==> config.mk <==
export PLATFORM = sky130hd
export DESIGN_NAME = rr_mux_arb
export DESIGN_NICKNAME = d
export VERILOG_FILES = /design/src/rtl/mux_pkg.sv /design/src/rtl/rr_arbiter.sv /design/src/rtl/rr_mux_arb.sv
export SDC_FILE = /design/constraint.sdc
export NUM_CORES = 1
export LEC_CHECK = 0
export ABC_AREA = 1
export BUFFER_PORTS_ARGS = -buffer_cell sky130_fd_sc_hd__clkbuf_2
export CAP_MARGIN = 15
export CORE_AREA = 2 2 73 75
export CTS_BUF_LIST = sky130_fd_sc_hd__clkbuf_8
export CTS_CLUSTER_SIZE = 25
export DETAILED_ROUTE_END_ITERATION = 10
export DIE_AREA = 0 0 75 77
export PLACE_DENSITY = 0.5
export SLEW_MARGIN = 5
export SYNTH_ARGS = -nofsm -noshare
export SYNTH_HDL_FRONTEND = slang
export SYNTH_HIERARCHICAL = 1
export SYNTH_SLANG_ARGS = --single-unit
==> constraint.sdc <==
create_clock -name clk -period 4.9 [get_ports clk]
set_input_delay 0.735 -clock clk [delete_from_list [all_inputs] [get_ports clk]]
set_output_delay 0.735 -clock clk [all_outputs]
set_load 0.01 [all_outputs]
==> src/rtl/mux_pkg.sv <==
// Shared definitions for the registered round-robin / fixed-priority mux.
package mux_pkg;

  // Arbitration mode selectors for the RR_MODE parameter.
  localparam bit RR    = 1'b1;
  localparam bit FIXED = 1'b0;

  // Ceiling log2 for elaboration-time sizing; clog2(1) = 0.
  function automatic int clog2(input int v);
    int r;
    r = 0;
    for (int i = 0; i < 31; i++) begin
      if ((1 << i) < v) r = i + 1;
    end
    return r;
  endfunction

  // Width of a channel index; never narrower than one bit.
  function automatic int sel_w(input int n);
    return (clog2(n) < 1) ? 1 : clog2(n);
  endfunction

endpackage

==> src/rtl/rr_arbiter.sv <==
// One-hot arbiter with a round-robin pointer (or fixed lowest-index priority).
module rr_arbiter
  import mux_pkg::*;
#(
  parameter  int N_IN    = 4,
  parameter  bit RR_MODE = RR,
  localparam int SEL_W   = sel_w(N_IN)
) (
  input  logic             clk,
  input  logic             rst,
  input  logic [N_IN-1:0]  req,
  input  logic             adv,
  output logic [N_IN-1:0]  grant,
  output logic [SEL_W-1:0] grant_idx
);

  logic [SEL_W-1:0] rr_ptr;

  // Search for the first request starting at rr_ptr (RR) or at 0 (fixed), wrapping modulo N_IN.
  always_comb begin
    int  base;
    int  j;
    logic found;
    grant     = '0;
    grant_idx = '0;
    found     = 1'b0;
    base      = (RR_MODE == RR) ? int'(rr_ptr) : 0;
    for (int k = 0; k < N_IN; k++) begin
      j = base + k;
      if (j >= N_IN) j = j - N_IN;
      if (!found && req[j]) begin
        grant[j]  = 1'b1;
        grant_idx = SEL_W'(j);
        found     = 1'b1;
      end
    end
  end

  // After a transfer the winner's successor gets first look next time; idle cycles leave the pointer alone.
  always_ff @(posedge clk) begin
    if (rst) begin
      rr_ptr <= '0;
    end else if ((RR_MODE == RR) && adv) begin
      rr_ptr <= (grant_idx == SEL_W'(N_IN - 1)) ? '0 : grant_idx + 1'b1;
    end
  end

endmodule

==> src/rtl/rr_mux_arb.sv <==
// N-input registered mux: the internal arbiter picks a requester, the winner's
// payload lands in a one-deep output register.
//
// Handshake: every port uses valid/ready. A beat moves when valid and ready are
// both high at a rising edge. Producers hold valid and data stable until ready;
// valid never depends on ready. in_ready may depend combinationally on out_ready,
// but out_data/out_sel/out_valid come straight from flops.
module rr_mux_arb
  import mux_pkg::*;
#(
  parameter  int N_IN    = 4,
  parameter  int WIDTH   = 8,
  parameter  bit RR_MODE = RR,
  localparam int SEL_W   = sel_w(N_IN)
) (
  input  logic                  clk,
  input  logic                  rst,
  input  logic [N_IN-1:0]       in_valid,
  input  logic [N_IN*WIDTH-1:0] in_data,
  output logic [N_IN-1:0]       in_ready,
  output logic                  out_valid,
  output logic [WIDTH-1:0]      out_data,
  output logic [SEL_W-1:0]      out_sel,
  input  logic                  out_ready
);

  logic             load_en;
  logic             adv;
  logic [N_IN-1:0]  grant;
  logic [SEL_W-1:0] grant_idx;
  logic [WIDTH-1:0] sel_data;

  // The register can take a new beat when empty or when its current beat drains this cycle.
  assign load_en  = ~out_valid | out_ready;
  assign in_ready = rst ? '0 : (grant & {N_IN{load_en}});
  assign adv      = |(in_valid & in_ready);

  rr_arbiter #(
    .N_IN    (N_IN),
    .RR_MODE (RR_MODE)
  ) u_arb (
    .clk       (clk),
    .rst       (rst),
    .req       (in_valid),
    .adv       (adv),
    .grant     (grant),
    .grant_idx (grant_idx)
  );

  // One-hot select of the granted channel's payload.
  always_comb begin
    sel_data = '0;
    for (int i = 0; i < N_IN; i++) begin
      if (grant[i]) sel_data = in_data[i*WIDTH +: WIDTH];
    end
  end

  // Output register: load on transfer, drop valid when drained with nothing new, otherwise hold.
  always_ff @(posedge clk) begin
    if (rst) begin
      out_valid <= 1'b0;
      out_data  <= '0;
      out_sel   <= '0;
    end else if (adv) begin
      out_valid <= 1'b1;
      out_data  <= sel_data;
      out_sel   <= grant_idx;
    end else if (out_ready) begin
      out_valid <= 1'b0;
    end
  end

endmodule

==> results of run 1 <==
-- layout make-up --
cell class	count	area, sq um
sequential	13	260
timing repair buffer	53	265
multi-input combinational	193	992
clock buffer	3	41.3
clock inverter	1	3.75
inverter	29	126
fill	584	3200
tap	70	87.6
-- cell usage after synthesis, drive strengths merged --
| cell | count | area (sq um) |
|---|---|---|
| inv | 28 | 123 |
| a21oi | 12 | 67.6 |
| nand4 | 6 | 43.8 |
| ha | 9 | 113 |
| nor3 | 4 | 20.0 |
| buf | 9 | 83.8 |
| clkinv | 1 | 3.75 |
| dfxtp | 13 | 260 |
| nand2 | 93 | 392 |
| nor2 | 45 | 214 |
| o21ai | 1 | 5.00 |
| a211oi | 1 | 7.51 |
| nand3 | 22 | 130 |
-- per-stage QoR --
stage / total power, W / area, sq um / setup WS, ns
detailed placement: 0.00105 / 1730 / 1.38
finish: 0.00112 / 1780 / 1.15
global placement: 0.00105 / 1730 / 1.40
CTS: 0.00114 / 1780 / 1.10
floorplan: 0.000905 / 1460 / 2.07
global route: 0.00127 / 1780 / 0.880
-- worst max-delay path by stage --
stage	start	cells after the start	slack, ns	endpoint
CTS	u_arb/rr_ptr[0]	12	1.10	in_ready[3]
floorplan	u_arb/rr_ptr[0]	13	2.07	in_ready[2]
global placement	u_arb/rr_ptr[0]	12	1.40	in_ready[3]
global route	u_arb/rr_ptr[0]	12	0.88	in_ready[3]
finish	u_arb/rr_ptr[0]	12	1.15	in_ready[3]
detailed placement	u_arb/rr_ptr[0]	12	1.38	in_ready[3]
-- registers in the layout, summed over array words and instances (netlist names) --
signal and flops:
out_data 8, out_sel 2, out_valid 1, u_arb/rr_ptr 2
-- logic make-up after synthesis --
group,count (synthesis),synth area share
and+or+nand+nor,170,0.547
DFF,13,0.178
buffers and inverters,38,0.144
AOI/OAI and AO/OA,14,0.0547
adders and majority gates,9,0.0770
-- metal layers --
metal,part of all wire,routed length [microns],up-vias,GRT usage
met3,0.060,234,4,0.0237
met4,0.0077,30,0,0.0214
met2,0.48,1850,50,0.223
met1,0.46,1770,666,0.174
met5,0,0,-,0
li1,-,-,854,-
-- power by group --
part | switching, W | leakage (nW) | internal [W]
registers | 0.0000322 | 0.107 | 0.000145
clock network | 0.0000361 | 0.0269 | 0.0000552
logic | 0.000568 | 0.857 | 0.000288
total | 0.000637 | 0.991 | 0.000487
-- worst register-to-register path, cell delays in order (launching register included) --
cell     delay [ns]
dfxtp_1        0.69
inv_8          0.10
ha_1           0.37
inv_1          0.10
nand3_2        0.10
nand2_2        0.09
nand4_2        0.14
inv_2          0.07
nand2_1        0.06
nand4_1        0.52
inv_2          0.20
nor2_1         0.06
nand3_1        0.09
nand2_2        0.07
nor2_4         0.38
inv_1          0.08
inv_1          0.12
nor2_1         0.07
nand2_2        0.07
a21oi_2        0.04
==> results.cfg, run 1 <==
[setup_path]
max_stage_delay_cell_worst_path = dfxtp_1
cp_top_family = simple AND/OR/NAND/NOR gates
critical_path_cell_list = inv_8, ha_1, inv_1, nand3_2, nand2_2, nand4_2, inv_2, nand2_1, nand4_1, inv_2, nor3_1, clkbuf_2
reg2reg_depth = 19
path_class = reg -> out
timing.critical_path.arrival_ns = 3.02
crit-reg2reg-capture = u_arb/rr_ptr[0]
highest_fanout_seen_on_the_critical_path = 17
worst_path_largest_cell_delay_ns = 0.69
regToRegStartpoint = u_arb/rr_ptr[0]
critical_path.n_buffers_inverters = 5
required_time_reported_for_the_critical_path_endpoint_ns = 4.16
r2r_setup_slack_ns = 1.39
cp-end-kind = output port
critical_path.startpoint_type = flip-flop
cp_common_cell = inv_2

[grt]
largest_net_degree_at_the_start_of_global_routing = 23
via_count_of_the_first_global_routing_pass = 1428
globalRouteOverflowTotal = 0
number_of_antenna_violations_at_the_first_check_in_global_routing = 0
grt_first_pass_wirelength_microns = 6090
global_routing_usage_summed_across_all_routing_layers = 0.132

[floorplan]
die_area_sq_um = 5780
initial_utilization = 0.294
floorplan.die.width_microns = 75
die_h_microns = 77
floorplan.core_area_sq_um = 4980
design.portCount = 54
floorplan.rows = 26

[cells_and_area]
layout_commonest_cell = nand2_1
nets = 341
layout_common_cells = nand2_1 (80), clkbuf_2 (53), nor2_1 (33), inv_1 (21), nand3_1 (18)
antenna_cells = 0
final_core_util = 0.357
post_layout_nonfiller_instances = 362
areaGrowthSynthToFinish_pct = 21.5
drive_above_1_share = 0.329

[clocking]
worstSkewPairLatency_ns = 0.24
tritoncts_num_sinks = 13
numCtsBuffers = 3
post-cts-setup-buffers = 0
cts_tree = yes
library_cell_used_as_clock_root_buffer = clkbuf_8
post_cts_resized = 0
clock_path_buffers = 2
hold_buffers = 0
clock_transition_at_the_registers_of_the_reported_paths_ns = 0.05
htree_levels = 1

[place]
detailedPlacementHpwl_microns = 3180
numPlacedInstances = 358
routabilityCongestion = 0.816
portBuffers = 53

[drt]
first_pass_iters = 4
drt_iter0_markers = 68
wire_per_inst_microns = 10.7
drc_errors = 0
post_route_wl_microns = 3880
vias_per_cell = 4.35
total_number_of_vias = 1574
route.antenna.remaining_nets = 0

[synth]
post_synth_num_cell_types = 25
ys_seq_elements = 13
syn_area_cell_sq_um = 5.99
syn_warnings = 6
postSynthNetCount = 292
yosysSeqAreaShare = 0.178
syn_area_sq_um = 1460
syn-instance-count = 244

[timing]
timing_hold_violations_final = 0
sum_of_negative_setup_slack_ns = 0
max_clock_freq_mhz = 266
max-slew-margin-rel = 0.550
finalHoldWorstSlack_ns = 0.518
final_min_period_over_clock_period = 0.766
grt_setup_unrepaired = false
finalSetupViolations = 0
report.final.slew_viol_count = 0
worstMarginPinSlew_ns = 0.673
finClkSkew_ns = 0.000196
final_period_minus_worst_setup_slack_ns = 3.75

[power_and_ir_drop]
power.ir.vdd_worst_uv = 165
cellPowerDensity_nw_per_um2 = 633
leakage_power_nw = 0.991

[worst_hold_path]
min_to = out_data[5]
holdPathStages = 4
hp-class = reg -> reg
hold_path.startpoint = out_data[5]

[outcome]
status = completed

[run]
max-cap-violations = 0
Note: power is estimated with default switching activity, not from simulation.
==> run 2, diff against run 1 <==
--- a/config.mk
+++ b/config.mk
@@ -13,7 +13,7 @@
 export CTS_CLUSTER_SIZE = 25
 export DETAILED_ROUTE_END_ITERATION = 10
 export DIE_AREA = 0 0 75 77
-export PLACE_DENSITY = 0.5
+export PLACE_DENSITY = 0.52
 export SLEW_MARGIN = 5
 export SYNTH_ARGS = -nofsm -noshare
 export SYNTH_HDL_FRONTEND = slang
==> constraint.sdc (replaced) <==
create_clock -name clk -period 3.25 [get_ports clk]
set_input_delay 0.4875 -clock clk [delete_from_list [all_inputs] [get_ports clk]]
set_output_delay 0.4875 -clock clk [all_outputs]
set_load 0.01 [all_outputs]
==> run 2 against run 1 <==
Effect of this change: worst hold slack got worse by 0.0062 ns; power increased by 56%; critical endpoint is now in_ready[2]; clock-buffer cell count unchanged; combinational power increased by 59%; die area unchanged; critical path type unchanged; sequential share of layout area decreased by 0.30 points; cell count increased by 1.7%.
==> results.cfg, run 2 (synthesis gave the netlist of run 1 again) <==
[clocking]
clock_path_buffers = 2
post-cts-setup-buffers = 0
htree_levels = 1
clock_transition_at_the_registers_of_the_reported_paths_ns = 0.05
tritoncts_num_sinks = 13
worstSkewPairLatency_ns = 0.24
library_cell_used_as_clock_root_buffer = clkbuf_8
numCtsBuffers = 3
cts_tree = yes
hold_buffers = 0

[drt]
first_pass_iters = 4
drc_errors = 0
post_route_wl_microns = 3800
vias_per_cell = 4.28
total_number_of_vias = 1576
drt_iter0_markers = 59
route.antenna.remaining_nets = 0
wire_per_inst_microns = 10.3

[setup_path]
r2r_setup_slack_ns = 0.61
critical_path_cell_list = inv_1, ha_1, inv_1, nand3_2, nand2_2, nand4_2, inv_2, nand2_1, nand4_1, inv_6, nor3_1, clkbuf_2
worst_path_largest_cell_delay_ns = 0.39
cp_common_cell = inv_1
path_class = reg -> out
cp-end-kind = output port
critical_path.startpoint_type = flip-flop
cp_top_family = simple AND/OR/NAND/NOR gates
timing.critical_path.arrival_ns = 2.41
highest_fanout_seen_on_the_critical_path = 10
crit-reg2reg-capture = out_data[0]
max_stage_delay_cell_worst_path = dfxtp_2
critical_path.n_buffers_inverters = 5
reg2reg_depth = 18
regToRegStartpoint = u_arb/rr_ptr[1]
required_time_reported_for_the_critical_path_endpoint_ns = 2.76

[grt]
largest_net_degree_at_the_start_of_global_routing = 22
number_of_antenna_violations_at_the_first_check_in_global_routing = 0
global_routing_usage_summed_across_all_routing_layers = 0.139
via_count_of_the_first_global_routing_pass = 1437
grt_first_pass_wirelength_microns = 6360
globalRouteOverflowTotal = 0

[floorplan]
die_area_sq_um = 5780
floorplan.die.width_microns = 75
floorplan.rows = 26
floorplan.core_area_sq_um = 4980
design.portCount = 54
die_h_microns = 77
initial_utilization = 0.294

[cells_and_area]
registers.top_by_ff_count = out_data
number_of_flip_flops_under_the_largest_register_name = 8
drive_above_1_share = 0.346
antenna_cells = 0
layout_commonest_cell = nand2_1
layout_common_cells = nand2_1 (80), clkbuf_2 (53), nor2_1 (33), inv_1 (21), nand3_1 (18)
reg_top3 = out_data: 8 flops, out_sel: 2 flops, u_arb/rr_ptr: 2 flops
areaGrowthSynthToFinish_pct = 24.6
nets = 347
post_layout_nonfiller_instances = 368

[place]
portBuffers = 53
detailedPlacementHpwl_microns = 3130
numPlacedInstances = 364
routabilityCongestion = 0.781
pre_cts_ws_ns = 0.493

[worst_hold_path]
hold_path.startpoint = out_data[5]
hp-class = reg -> reg
holdPathStages = 4
min_to = out_data[5]

[timing]
worst_slack_ns = 0.355
report.final.slew_viol_count = 0
max_clock_freq_mhz = 345
final_min_period_over_clock_period = 0.891
timing_hold_violations_final = 0
sum_of_negative_setup_slack_ns = 0
max-slew-margin-rel = 0.784
grt_setup_unrepaired = false
final_period_minus_worst_setup_slack_ns = 2.90
finalSetupViolations = 0
finClkSkew_ns = 0.000706
worstMarginPinSlew_ns = 0.325

[power_and_ir_drop]
cellPowerDensity_nw_per_um2 = 963
power.ir.vdd_worst_uv = 262
leakage_power_nw = 1.02

[outcome]
status = completed

[run]
max-cap-violations = 0
run 2: changes by cell type in the layout (fill, tap and decap cells not counted), sizes merged:
cell	change
buf	+6
run 2: tightest hold or removal path, stage by stage, from the launching register on:
cell and delay [ns]:
dfxtp_1 0.31, inv_1 0.05, nand2_1 0.04, nand2_1 0.05
nor2_1 0.03
run 2: layer usage:
| layer | GRT usage | share of wire | vias up |
|---|---|---|---|
| li1 | - | - | 865 |
| met1 | 0.178 | 0.44 | 667 |
| met2 | 0.235 | 0.49 | 42 |
| met3 | 0.0302 | 0.065 | 2 |
| met4 | 0.0268 | 0.0042 | 0 |
| met5 | 0 | 0 | - |
run 2: how the worst max path moves through the flow:
stage | start | endpoint | cells past startpoint
2_1_floorplan | u_arb/rr_ptr[0] | in_ready[2] | 13
3_3_place_gp | u_arb/rr_ptr[1] | in_ready[2] | 12
3_5_place_dp | u_arb/rr_ptr[1] | in_ready[2] | 12
4_1_cts | u_arb/rr_ptr[1] | in_ready[2] | 12
5_1_grt | u_arb/rr_ptr[1] | in_ready[2] | 12
6_report | u_arb/rr_ptr[1] | in_ready[2] | 12
run 2: where the power goes:
group          internal [W]  total, W  switching, W  leakage, nW
logic              0.000485   0.00136      0.000875        0.888
clock network     0.0000834  0.000139     0.0000558       0.0269
registers          0.000219  0.000256     0.0000367        0.107
total              0.000787   0.00176      0.000968         1.02
run 2: cell type report:
type                       count  area [sq um]
clock buffer                   3          41.3
clock inverter                 1          3.75
fill                         548          3150
inverter                      29           126
multi-input combinational    193           992
sequential                    13           262
tap                           70          87.6
timing repair buffer          59           310
run 2: timing repair:
item,CTS,global route
resized for setup,0,1
setup endpoints to repair,0,1
hold endpoints to repair,0,0
run 2: stage by stage:
| stage | area (sq um) | total power, W | hold WS [ns] | util |
|---|---|---|---|---|
| after global placement | 1780 | 0.00164 | 0.508 | 0.357 |
| after floorplan | 1460 | 0.00136 | 0.533 | - |
| after CTS | 1820 | 0.00179 | 0.520 | 0.366 |
| final | 1820 | 0.00176 | 0.512 | 0.366 |
| after global routing | 1820 | 0.00201 | 0.561 | 0.366 |
| after detailed placement | 1780 | 0.00164 | 0.512 | 0.357 |
